$ cat src/rtl/ycr_dmem_sram_resp_pkg.sv
// Shared DMEM protocol constants for the SRAM responder.
// The encodings match the core's ycr_memif.svh definitions.
package ycr_dmem_sram_resp_pkg;

  localparam int YCR_DMEM_AWIDTH = 32;
  localparam int YCR_DMEM_DWIDTH = 32;

  localparam logic YCR_MEM_CMD_RD = 1'b0;
  localparam logic YCR_MEM_CMD_WR = 1'b1;

  localparam logic [1:0] YCR_MEM_WIDTH_BYTE  = 2'b00;
  localparam logic [1:0] YCR_MEM_WIDTH_HWORD = 2'b01;
  localparam logic [1:0] YCR_MEM_WIDTH_WORD  = 2'b10;

  localparam logic [1:0] YCR_MEM_RESP_NOTRDY = 2'b00;
  localparam logic [1:0] YCR_MEM_RESP_RDY_OK = 2'b01;
  localparam logic [1:0] YCR_MEM_RESP_RDY_ER = 2'b10;

endpackage

$ cat src/rtl/ycr_dmem_sram_resp_if.sv
// DMEM req/ack/resp bus between a router port (master) and a target (slave).
interface ycr_dmem_sram_resp_if;
  import ycr_dmem_sram_resp_pkg::*;

  logic                       dmem_req_ack;
  logic                       dmem_req;
  logic                       dmem_cmd;
  logic [1:0]                 dmem_width;
  logic [YCR_DMEM_AWIDTH-1:0] dmem_addr;
  logic [YCR_DMEM_DWIDTH-1:0] dmem_wdata;
  logic [YCR_DMEM_DWIDTH-1:0] dmem_rdata;
  logic [1:0]                 dmem_resp;

  modport master (
    input  dmem_req_ack, dmem_rdata, dmem_resp,
    output dmem_req, dmem_cmd, dmem_width, dmem_addr, dmem_wdata
  );

  modport slave (
    output dmem_req_ack, dmem_rdata, dmem_resp,
    input  dmem_req, dmem_cmd, dmem_width, dmem_addr, dmem_wdata
  );

endinterface

$ cat src/rtl/ycr_dmem_lane_align.sv
// Byte-lane steering between LSB-justified DMEM data and a 32-bit SRAM word,
// plus the alignment check for a given access width and byte offset.
module ycr_dmem_lane_align
  import ycr_dmem_sram_resp_pkg::*;
(
  input  logic [1:0]                 width,
  input  logic [1:0]                 off,
  input  logic                       cmd,
  input  logic [YCR_DMEM_DWIDTH-1:0] wdata,
  input  logic [31:0]                sram_dout,
  output logic                       err,
  output logic [3:0]                 wmask,
  output logic [31:0]                din,
  output logic [YCR_DMEM_DWIDTH-1:0] rdata_aligned
);

  logic [4:0]  shamt;
  logic [31:0] dout_shifted;
  logic [3:0]  lane_mask;

  assign shamt = {off, 3'b000};

  always_comb begin
    err           = 1'b0;
    lane_mask     = 4'b0000;
    rdata_aligned = '0;
    din           = wdata << shamt;
    dout_shifted  = sram_dout >> shamt;
    case (width)
      YCR_MEM_WIDTH_BYTE: begin
        lane_mask     = 4'b0001 << off;
        rdata_aligned = {24'b0, dout_shifted[7:0]};
      end
      YCR_MEM_WIDTH_HWORD: begin
        err           = off[0];
        lane_mask     = 4'b0011 << off;
        rdata_aligned = {16'b0, dout_shifted[15:0]};
      end
      YCR_MEM_WIDTH_WORD: begin
        err           = |off;
        lane_mask     = 4'b1111;
        rdata_aligned = dout_shifted;
      end
      default: err = 1'b1;
    endcase
    wmask = (cmd == YCR_MEM_CMD_WR && !err) ? lane_mask : 4'b0000;
  end

endmodule

$ cat src/rtl/ycr_dmem_sram_resp.sv
// DMEM target that serves byte/halfword/word accesses from a single-port
// synchronous SRAM (1-cycle read latency), with optional response wait states.
module ycr_dmem_sram_resp
  import ycr_dmem_sram_resp_pkg::*;
#(
  parameter int SRAM_AWIDTH = 9,
  parameter int WAIT_STATES = 0
) (
  input  logic                   clk,
  input  logic                   rst_n,
  ycr_dmem_sram_resp_if.slave    dmem,
  output logic                   sram_csb,
  output logic                   sram_web,
  output logic [3:0]             sram_wmask,
  output logic [SRAM_AWIDTH-1:0] sram_addr,
  output logic [31:0]            sram_din,
  input  logic [31:0]            sram_dout
);

  typedef enum logic [1:0] {ST_IDLE, ST_WAIT, ST_RESP} state_e;

  localparam logic [2:0] WS = 3'(WAIT_STATES);

  state_e     state_q, state_d;
  logic       err_q, err_d;
  logic       cmd_q, cmd_d;
  logic [1:0] width_q, width_d;
  logic [1:0] off_q, off_d;
  logic [2:0] cnt_q, cnt_d;

  logic                       req_ack;
  logic                       accept;
  logic                       launch;
  logic                       req_err;
  logic [3:0]                 req_wmask;
  logic [31:0]                req_din;
  logic [YCR_DMEM_DWIDTH-1:0] rsp_rdata;

  logic [YCR_DMEM_DWIDTH-1:0] unused_req_rdata;
  logic                       unused_rsp_err;
  logic [3:0]                 unused_rsp_wmask;
  logic [31:0]                unused_rsp_din;
  logic                       unused_addr_hi;

  // Address decode above the SRAM window is the router's job.
  assign unused_addr_hi = ^dmem.dmem_addr[YCR_DMEM_AWIDTH-1:SRAM_AWIDTH+2];

  ycr_dmem_lane_align u_req_align (
    .width         (dmem.dmem_width),
    .off           (dmem.dmem_addr[1:0]),
    .cmd           (dmem.dmem_cmd),
    .wdata         (dmem.dmem_wdata),
    .sram_dout     (32'b0),
    .err           (req_err),
    .wmask         (req_wmask),
    .din           (req_din),
    .rdata_aligned (unused_req_rdata)
  );

  ycr_dmem_lane_align u_rsp_align (
    .width         (width_q),
    .off           (off_q),
    .cmd           (cmd_q),
    .wdata         ('0),
    .sram_dout     (sram_dout),
    .err           (unused_rsp_err),
    .wmask         (unused_rsp_wmask),
    .din           (unused_rsp_din),
    .rdata_aligned (rsp_rdata)
  );

  // An error response blocks acceptance so the router can return to its address phase.
  assign req_ack = rst_n & ((state_q == ST_IDLE) | ((state_q == ST_RESP) & ~err_q));
  assign accept  = dmem.dmem_req & req_ack;
  assign launch  = accept & ~req_err;

  always_comb begin
    state_d = state_q;
    err_d   = err_q;
    cmd_d   = cmd_q;
    width_d = width_q;
    off_d   = off_q;
    cnt_d   = cnt_q;
    case (state_q)
      ST_WAIT: begin
        cnt_d = cnt_q - 3'd1;
        if (cnt_q == 3'd1) state_d = ST_RESP;
      end
      ST_RESP: state_d = ST_IDLE;
      default: ;
    endcase
    if (accept) begin
      err_d   = req_err;
      cmd_d   = dmem.dmem_cmd;
      width_d = dmem.dmem_width;
      off_d   = dmem.dmem_addr[1:0];
      if (req_err || WAIT_STATES == 0) begin
        state_d = ST_RESP;
        cnt_d   = 3'd0;
      end else begin
        state_d = ST_WAIT;
        cnt_d   = WS;
      end
    end
  end

  always_ff @(posedge clk or negedge rst_n) begin
    if (!rst_n) begin
      state_q <= ST_IDLE;
      err_q   <= 1'b0;
      cmd_q   <= YCR_MEM_CMD_RD;
      width_q <= YCR_MEM_WIDTH_WORD;
      off_q   <= 2'b00;
      cnt_q   <= 3'd0;
    end else begin
      state_q <= state_d;
      err_q   <= err_d;
      cmd_q   <= cmd_d;
      width_q <= width_d;
      off_q   <= off_d;
      cnt_q   <= cnt_d;
    end
  end

  always_comb begin
    dmem.dmem_req_ack = req_ack;
    dmem.dmem_resp    = YCR_MEM_RESP_NOTRDY;
    dmem.dmem_rdata   = '0;
    if (rst_n && state_q == ST_RESP) begin
      dmem.dmem_resp = err_q ? YCR_MEM_RESP_RDY_ER : YCR_MEM_RESP_RDY_OK;
      if (!err_q && cmd_q == YCR_MEM_CMD_RD) dmem.dmem_rdata = rsp_rdata;
    end
  end

  always_comb begin
    sram_csb   = ~launch;
    sram_web   = launch ? ~dmem.dmem_cmd : 1'b1;
    sram_wmask = launch ? req_wmask : 4'b0000;
    sram_addr  = rst_n ? dmem.dmem_addr[SRAM_AWIDTH+1:2] : '0;
    sram_din   = rst_n ? req_din : 32'b0;
  end

endmodule

$ cat src/flat_wrapper.sv
// flat-port wrapper written by rule: the top's interface ports become plain ports
module ycr_dmem_sram_resp_flat import ycr_dmem_sram_resp_pkg::*;
#(
  parameter int SRAM_AWIDTH = 9,
  parameter int WAIT_STATES = 0
)
  (clk, rst_n, sram_csb, sram_web, sram_wmask, sram_addr, sram_din, sram_dout, dmem_dmem_req_ack, dmem_dmem_rdata, dmem_dmem_resp, dmem_dmem_req, dmem_dmem_cmd, dmem_dmem_width, dmem_dmem_addr, dmem_dmem_wdata);
  ycr_dmem_sram_resp_if dmem_i ();
  input  logic clk;
  input  logic rst_n;
  output logic sram_csb;
  output logic sram_web;
  output logic [3:0] sram_wmask;
  output logic [SRAM_AWIDTH-1:0] sram_addr;
  output logic [31:0] sram_din;
  input  logic [31:0] sram_dout;
  output wire logic [$bits(dmem_i.dmem_req_ack)-1:0] dmem_dmem_req_ack;
  output wire logic [$bits(dmem_i.dmem_rdata)-1:0] dmem_dmem_rdata;
  output wire logic [$bits(dmem_i.dmem_resp)-1:0] dmem_dmem_resp;
  input wire logic [$bits(dmem_i.dmem_req)-1:0] dmem_dmem_req;
  input wire logic [$bits(dmem_i.dmem_cmd)-1:0] dmem_dmem_cmd;
  input wire logic [$bits(dmem_i.dmem_width)-1:0] dmem_dmem_width;
  input wire logic [$bits(dmem_i.dmem_addr)-1:0] dmem_dmem_addr;
  input wire logic [$bits(dmem_i.dmem_wdata)-1:0] dmem_dmem_wdata;
  assign dmem_dmem_req_ack = dmem_i.dmem_req_ack;
  assign dmem_dmem_rdata = dmem_i.dmem_rdata;
  assign dmem_dmem_resp = dmem_i.dmem_resp;
  assign dmem_i.dmem_req = dmem_dmem_req;
  assign dmem_i.dmem_cmd = dmem_dmem_cmd;
  assign dmem_i.dmem_width = dmem_dmem_width;
  assign dmem_i.dmem_addr = dmem_dmem_addr;
  assign dmem_i.dmem_wdata = dmem_dmem_wdata;
  ycr_dmem_sram_resp #(.SRAM_AWIDTH(SRAM_AWIDTH), .WAIT_STATES(WAIT_STATES)) u_core (.clk(clk), .rst_n(rst_n), .dmem(dmem_i), .sram_csb(sram_csb), .sram_web(sram_web), .sram_wmask(sram_wmask), .sram_addr(sram_addr), .sram_din(sram_din), .sram_dout(sram_dout));
endmodule
$ cat config.mk
export PLATFORM = sky130hd
export DESIGN_NAME = ycr_dmem_sram_resp_flat
export DESIGN_NICKNAME = d
export VERILOG_FILES = /design/src/rtl/ycr_dmem_sram_resp_pkg.sv /design/src/rtl/ycr_dmem_sram_resp_if.sv /design/src/rtl/ycr_dmem_lane_align.sv /design/src/rtl/ycr_dmem_sram_resp.sv /design/src/flat_wrapper.sv
export SDC_FILE = /design/constraint.sdc
export NUM_CORES = 1
export LEC_CHECK = 0
export ABC_AREA = 0
export CORE_MARGIN = 2
export CORE_UTILIZATION = 35
export CTS_CLUSTER_DIAMETER = 150
export CTS_CLUSTER_SIZE = 8
export DETAILED_ROUTE_END_ITERATION = 10
export PLACE_DENSITY = 0.85
export SLEW_MARGIN = 20
export SYNTH_ARGS = -nofsm -noshare
export SYNTH_HDL_FRONTEND = slang
export SYNTH_HIERARCHICAL = 1
export SYNTH_SLANG_ARGS = --single-unit
$ cat constraint.sdc
create_clock -name clk -period 2.9 [get_ports clk]
set_input_delay 0.435 -clock clk [delete_from_list [all_inputs] [get_ports clk]]
set_output_delay 0.435 -clock clk [all_outputs]
set_load 0.01 [all_outputs]
==> results of run 1 <==
metrics by stage:
step,cells,hold WS (ns),area (um^2)
CTS,525,0.5737,3842
detailed placement,521,0.5649,3794
finish,525,0.5730,3851
floorplan,312,0.1394,2196
global route,525,0.5970,3851
global placement,521,0.5577,3794
placed cells by master, fill, tap and decap left out, types with 6 or more instances in the layout:
| cell | instances |
|---|---|
| a21oi_1 | 9 |
| nand2_1 | 11 |
| nor2b_1 | 18 |
| buf_4 | 12 |
| a211oi_1 | 25 |
| dfrtp_1 | 6 |
| and2_1 | 94 |
| clkdlybuf4s50_1 | 161 |
| a2bb2oi_1 | 8 |
| o21ai_0 | 11 |
| mux2i_1 | 32 |
| nor2_1 | 29 |
power breakdown:
group / total, mW / switching [mW] / internal, mW
combinational: 0.616 / 0.283 / 0.333
clock: 0.138 / 0.0424 / 0.0951
sequential: 0.134 / 0.0187 / 0.116
total: 0.888 / 0.344 / 0.544
worst max-delay path, cell delays in order:
cell             delay [ns]
clkdlybuf4s50_1        0.51
o21ai_0                0.25
a21oi_1                0.15
a211oi_2               0.27
and2_1                 0.18
clkdlybuf4s50_1        0.53
final cells by class:
class / count / area, um^2 / share of cell area (%)
repair buffers: 176 / 1749 / 45.42
multi-input cells: 260 / 1775 / 46.10
well taps: 75 / 93.84 / 2.437
inverters: 3 / 11.26 / 0.2924
flip-flops and latches: 7 / 176.4 / 4.581
clock buffers: 4 / 45.04 / 1.170
registers in the layout, summed over array words and instances, names as in the netlist:
signal	count
u_core/cmd_q	1
u_core/err_q	1
u_core/off_q	2
u_core/state_q	1
u_core/width_q	2
per-layer routing:
metal	track usage (%)	part of all wire (%)	wire, um	up-vias
met1	22.99	38	2957	1191
met4	5.216	1.5	114	0
met5	0	0	0	-
met2	40.91	50	3937	153
li1	-	-	-	1314
met3	5.169	11	824	11
what timing repair did:
action,in CTS,in global routing
endpoints found under the setup margin,1,12
hold buffers,0,0
pin swaps,0,1
resized for setup,1,3
worst max path at each step:
stage	endpoint
after CTS	sram_wmask[2]
after global routing	sram_web
after global placement	sram_din[20]
after detailed placement	sram_din[20]
final	sram_wmask[1]
after floorplan	sram_wmask[0]
==> flow_summary.json, run 1 <==
{
  "numCtsBuffers": 3,
  "path_clk_slew_ns": 0.04,
  "place_congestion": 0.8868,
  "ios": 184,
  "power.leakage_nw": 1.541,
  "drcViolationCount": 0,
  "slew_viol_final": 0,
  "overflow": 0,
  "routedWlPerCell_um": 14.92,
  "cts_tree": "built",
  "ir_drop_v": 0.0001422,
  "io_buffers": 162,
  "cts_root_buf": "clkbuf_8",
  "rsz0062_at_grt": "false",
  "worstReg2RegEnd": "u_core/off_q[1]",
  "fin_total_pwr_mw": 0.8878,
  "finalSetupViolations": 0,
  "crit_type": "in -> out",
  "syn-num-nets": 414,
  "nets": 553,
  "netlist_instances": 312,
  "crit_start": "dmem_dmem_width[0]",
  "fin_skew_ns": 0.002655,
  "drv_cap": 0,
  "antenna_cells": 0,
  "grt_antenna_before_repair": 0,
  "fin_crit_ns": 2.764,
  "status": "completed",
  "min_to": "u_core/width_q[0]",
  "post-route-util_pct": 64.29,
  "numClockSinks": 7,
  "track_usage_pct": 21.25,
  "start_kind": "primary input",
  "post-dp-hpwl_um": 6323,
  "die_x_um": 83.21,
  "postCtsSetupBuffers": 0,
  "synth_area_mm2": 0.002196,
  "dp_slack_ns": -0.007584,
  "fill_cells": 524,
  "crit_required_ns": 2.47,
  "cp.arrival_ns": 2.33,
  "yosysWarnings": 6,
  "timing.rr.start": "u_core/err_q",
  "finalHoldViolCount": 0,
  "worst_slack_ns": 0.1359,
  "core-area_mm2": 0.005991,
  "tns_ns": 0,
  "hold_depth": 1,
  "dieArea_mm2": 0.006923,
  "slew_headroom_pct": 49.85,
  "syn_to_final_growth_pct": 75.38,
  "worst-r2r-cell-count": 2,
  "grt_pass1_vias": 2656,
  "end_kind": "output port",
  "cp_max_fo": 7,
  "grt_max_degree": 44,
  "vias": 2669,
  "num_rows": 28,
  "first_iter_violations": 58,
  "power.density_mw_per_mm2": 230.5,
  "worstMarginPinSlew_ns": 0.7468,
  "cts-htree-levels": 1,
  "worstSkewPairLatency_ns": 0.23,
  "clock.fmax_mhz": 361.8,
  "first_pass_iters": 4,
  "clk_path_buf_depth": 2,
  "hold_path.class": "reg -> reg",
  "grt_pass1_wl_um": 12210,
  "initial_core_util_pct": 36.65,
  "die_h_um": 83.21,
  "viasPerCell": 5.084,
  "period_share_pct": 95.31,
  "rrSetupSlack_ns": 1.69,
  "min_from": "u_core/width_q[0]",
  "drtAntennaViolNets": 0,
  "postSynthAreaPerCell_um2": 7.038,
  "wl_um": 7833,
  "drive_above_1_share_pct": 6.889
}
Power figures use the tool's default switching activity.
==> run 2: changes to the inputs <==
--- a/config.mk
+++ b/config.mk
@@ -11,6 +11,7 @@
 export CTS_CLUSTER_DIAMETER = 150
 export CTS_CLUSTER_SIZE = 8
 export DETAILED_ROUTE_END_ITERATION = 10
+export MAX_ROUTING_LAYER = met4
 export PLACE_DENSITY = 0.85
 export SLEW_MARGIN = 20
 export SYNTH_ARGS = -nofsm -noshare
==> run 2 against run 1 <==
  * Sequential power about the same
  * Via count is 0.41% higher
  * Critical path type is now reg -> out
  * Largest power group unchanged
  * Critical path depth shrank 1
==> flow_summary.json, run 2 (same netlist as run 1, synthesis figures left out) <==
{
  "finalHoldViolCount": 0,
  "layout_commonest_cell": "clkdlybuf4s50_1",
  "status": "completed",
  "post-dp-hpwl_um": 6225,
  "final_cell_mix": "clkdlybuf4s50_1, and2_1, mux2i_1",
  "seqCellArea_um2": 176.4,
  "vias": 2680,
  "worstMarginPinSlew_ns": 0.7259,
  "io_buffers": 162,
  "wl_um": 7789,
  "clk_path_buf_depth": 2,
  "grt_antenna_before_repair": 0,
  "multiInputGateArea_mm2": 0.001775,
  "first_iter_violations": 71,
  "cts_tree": "built",
  "numClockSinks": 7,
  "post-route-util_pct": 64.33,
  "drv_cap": 0,
  "overflow": 0,
  "power.leakage_nw": 1.550,
  "syn_to_final_growth_pct": 75.50,
  "core-area_mm2": 0.005991,
  "slew_headroom_pct": 51.26,
  "first_pass_iters": 4,
  "ir_drop_v": 0.0001400,
  "hold_buffers": 0,
  "grt_max_degree": 48,
  "fin_crit_ns": 2.757,
  "num_rows": 28,
  "drtAntennaViolNets": 0,
  "slew_viol_final": 0,
  "postCtsSetupBuffers": 0,
  "nets": 553,
  "fill_cells": 510,
  "finalSetupViolations": 0,
  "drcViolationCount": 0,
  "viasPerCell": 5.105,
  "worstSkewPairLatency_ns": 0.23,
  "fin_skew_ns": 0.003683,
  "grt_pass1_vias": 2522,
  "die_h_um": 83.21,
  "cp_max_fo": 9,
  "ctsResizeCount": 0,
  "antenna_cells": 0,
  "cts-htree-levels": 1,
  "tns_ns": 0,
  "clock.fmax_mhz": 362.7,
  "end_kind": "output port",
  "dieArea_mm2": 0.006923,
  "power.density_mw_per_mm2": 230.7,
  "track_usage_pct": 21.12,
  "crit_required_ns": 2.47,
  "period_share_pct": 95.07,
  "drive_above_1_share_pct": 6.889,
  "hold_path.class": "in -> async",
  "crit_type": "reg -> out",
  "path_clk_slew_ns": 0.04,
  "cts_root_buf": "clkbuf_8",
  "start_kind": "register",
  "rrSetupSlack_ns": 1.67,
  "numCtsBuffers": 3,
  "initial_core_util_pct": 36.65,
  "routedWlPerCell_um": 14.84,
  "place_congestion": 0.9002,
  "reg_top3": "u_core/off_q x2, u_core/width_q x2",
  "ios": 184,
  "die_x_um": 83.21,
  "rsz0062_at_grt": "false",
  "cp.arrival_ns": 2.32,
  "grt_pass1_wl_um": 11740
}
==> run 2: critical path: stages, from the launching register on <==
cell	delay (ns)
dfstp_2	0.55
or3b_1	0.55
nor2_8	0.19
and2_1	0.14
and2_1	0.12
clkdlybuf4s50_1	0.54
==> run 2: metal layers <==
metal | global-route usage (%) | vias up | part of all wire, %
li1 | - | 1316 | -
met1 | 22.14 | 1200 | 39
met3 | 4.871 | 14 | 9.2
met4 | 6.557 | 0 | 2.1
met5 | - | - | 0
met2 | 39.00 | 150 | 50
==> run 2: cell type report <==
class,count,area share [%]
multi-input combinational,260,46.07
timing repair buffer,176,45.45
sequential,7,4.578
tap,75,2.435
clock buffer,4,1.169
inverter,3,0.2922
==> run 2: path summary, 6_finish.rpt <==
check,from,endpoint,cells after the start
setup / recovery,u_core/width_q[1],dmem_dmem_rdata[25],5
hold / removal,rst_n,u_core/state_q[1],1
setup reg to reg,u_core/err_q,u_core/off_q[1],2
hold reg to reg,u_core/width_q[0],u_core/width_q[0],1
max in group asynchronous,rst_n,u_core/width_q[1],2
min in group clk,u_core/width_q[0],u_core/width_q[0],1
==> run 2: report_power, final <==
group | switching (mW) | internal, mW
Sequential | 0.0201 | 0.116
Combinational | 0.282 | 0.334
Clock | 0.0426 | 0.0951
Total | 0.345 | 0.544
==> run 2: metrics by stage <==
stage / hold slack, ns / setup slack [ns] / power (mW) / std cells / area, um^2
finish: 0.4357 / 0.1431 / 0.8891 / 525 / 3854
global route: 0.4539 / 0.06317 / 0.9395 / 525 / 3854
CTS: 0.4323 / 0.01675 / 0.8885 / 525 / 3839
detailed placement: 0.5722 / 0.02528 / 0.7460 / 521 / 3794
global placement: 0.5580 / 0.03708 / 0.7388 / 521 / 3794
floorplan: 0.1394 / 1.000 / 0.5027 / 312 / 2196
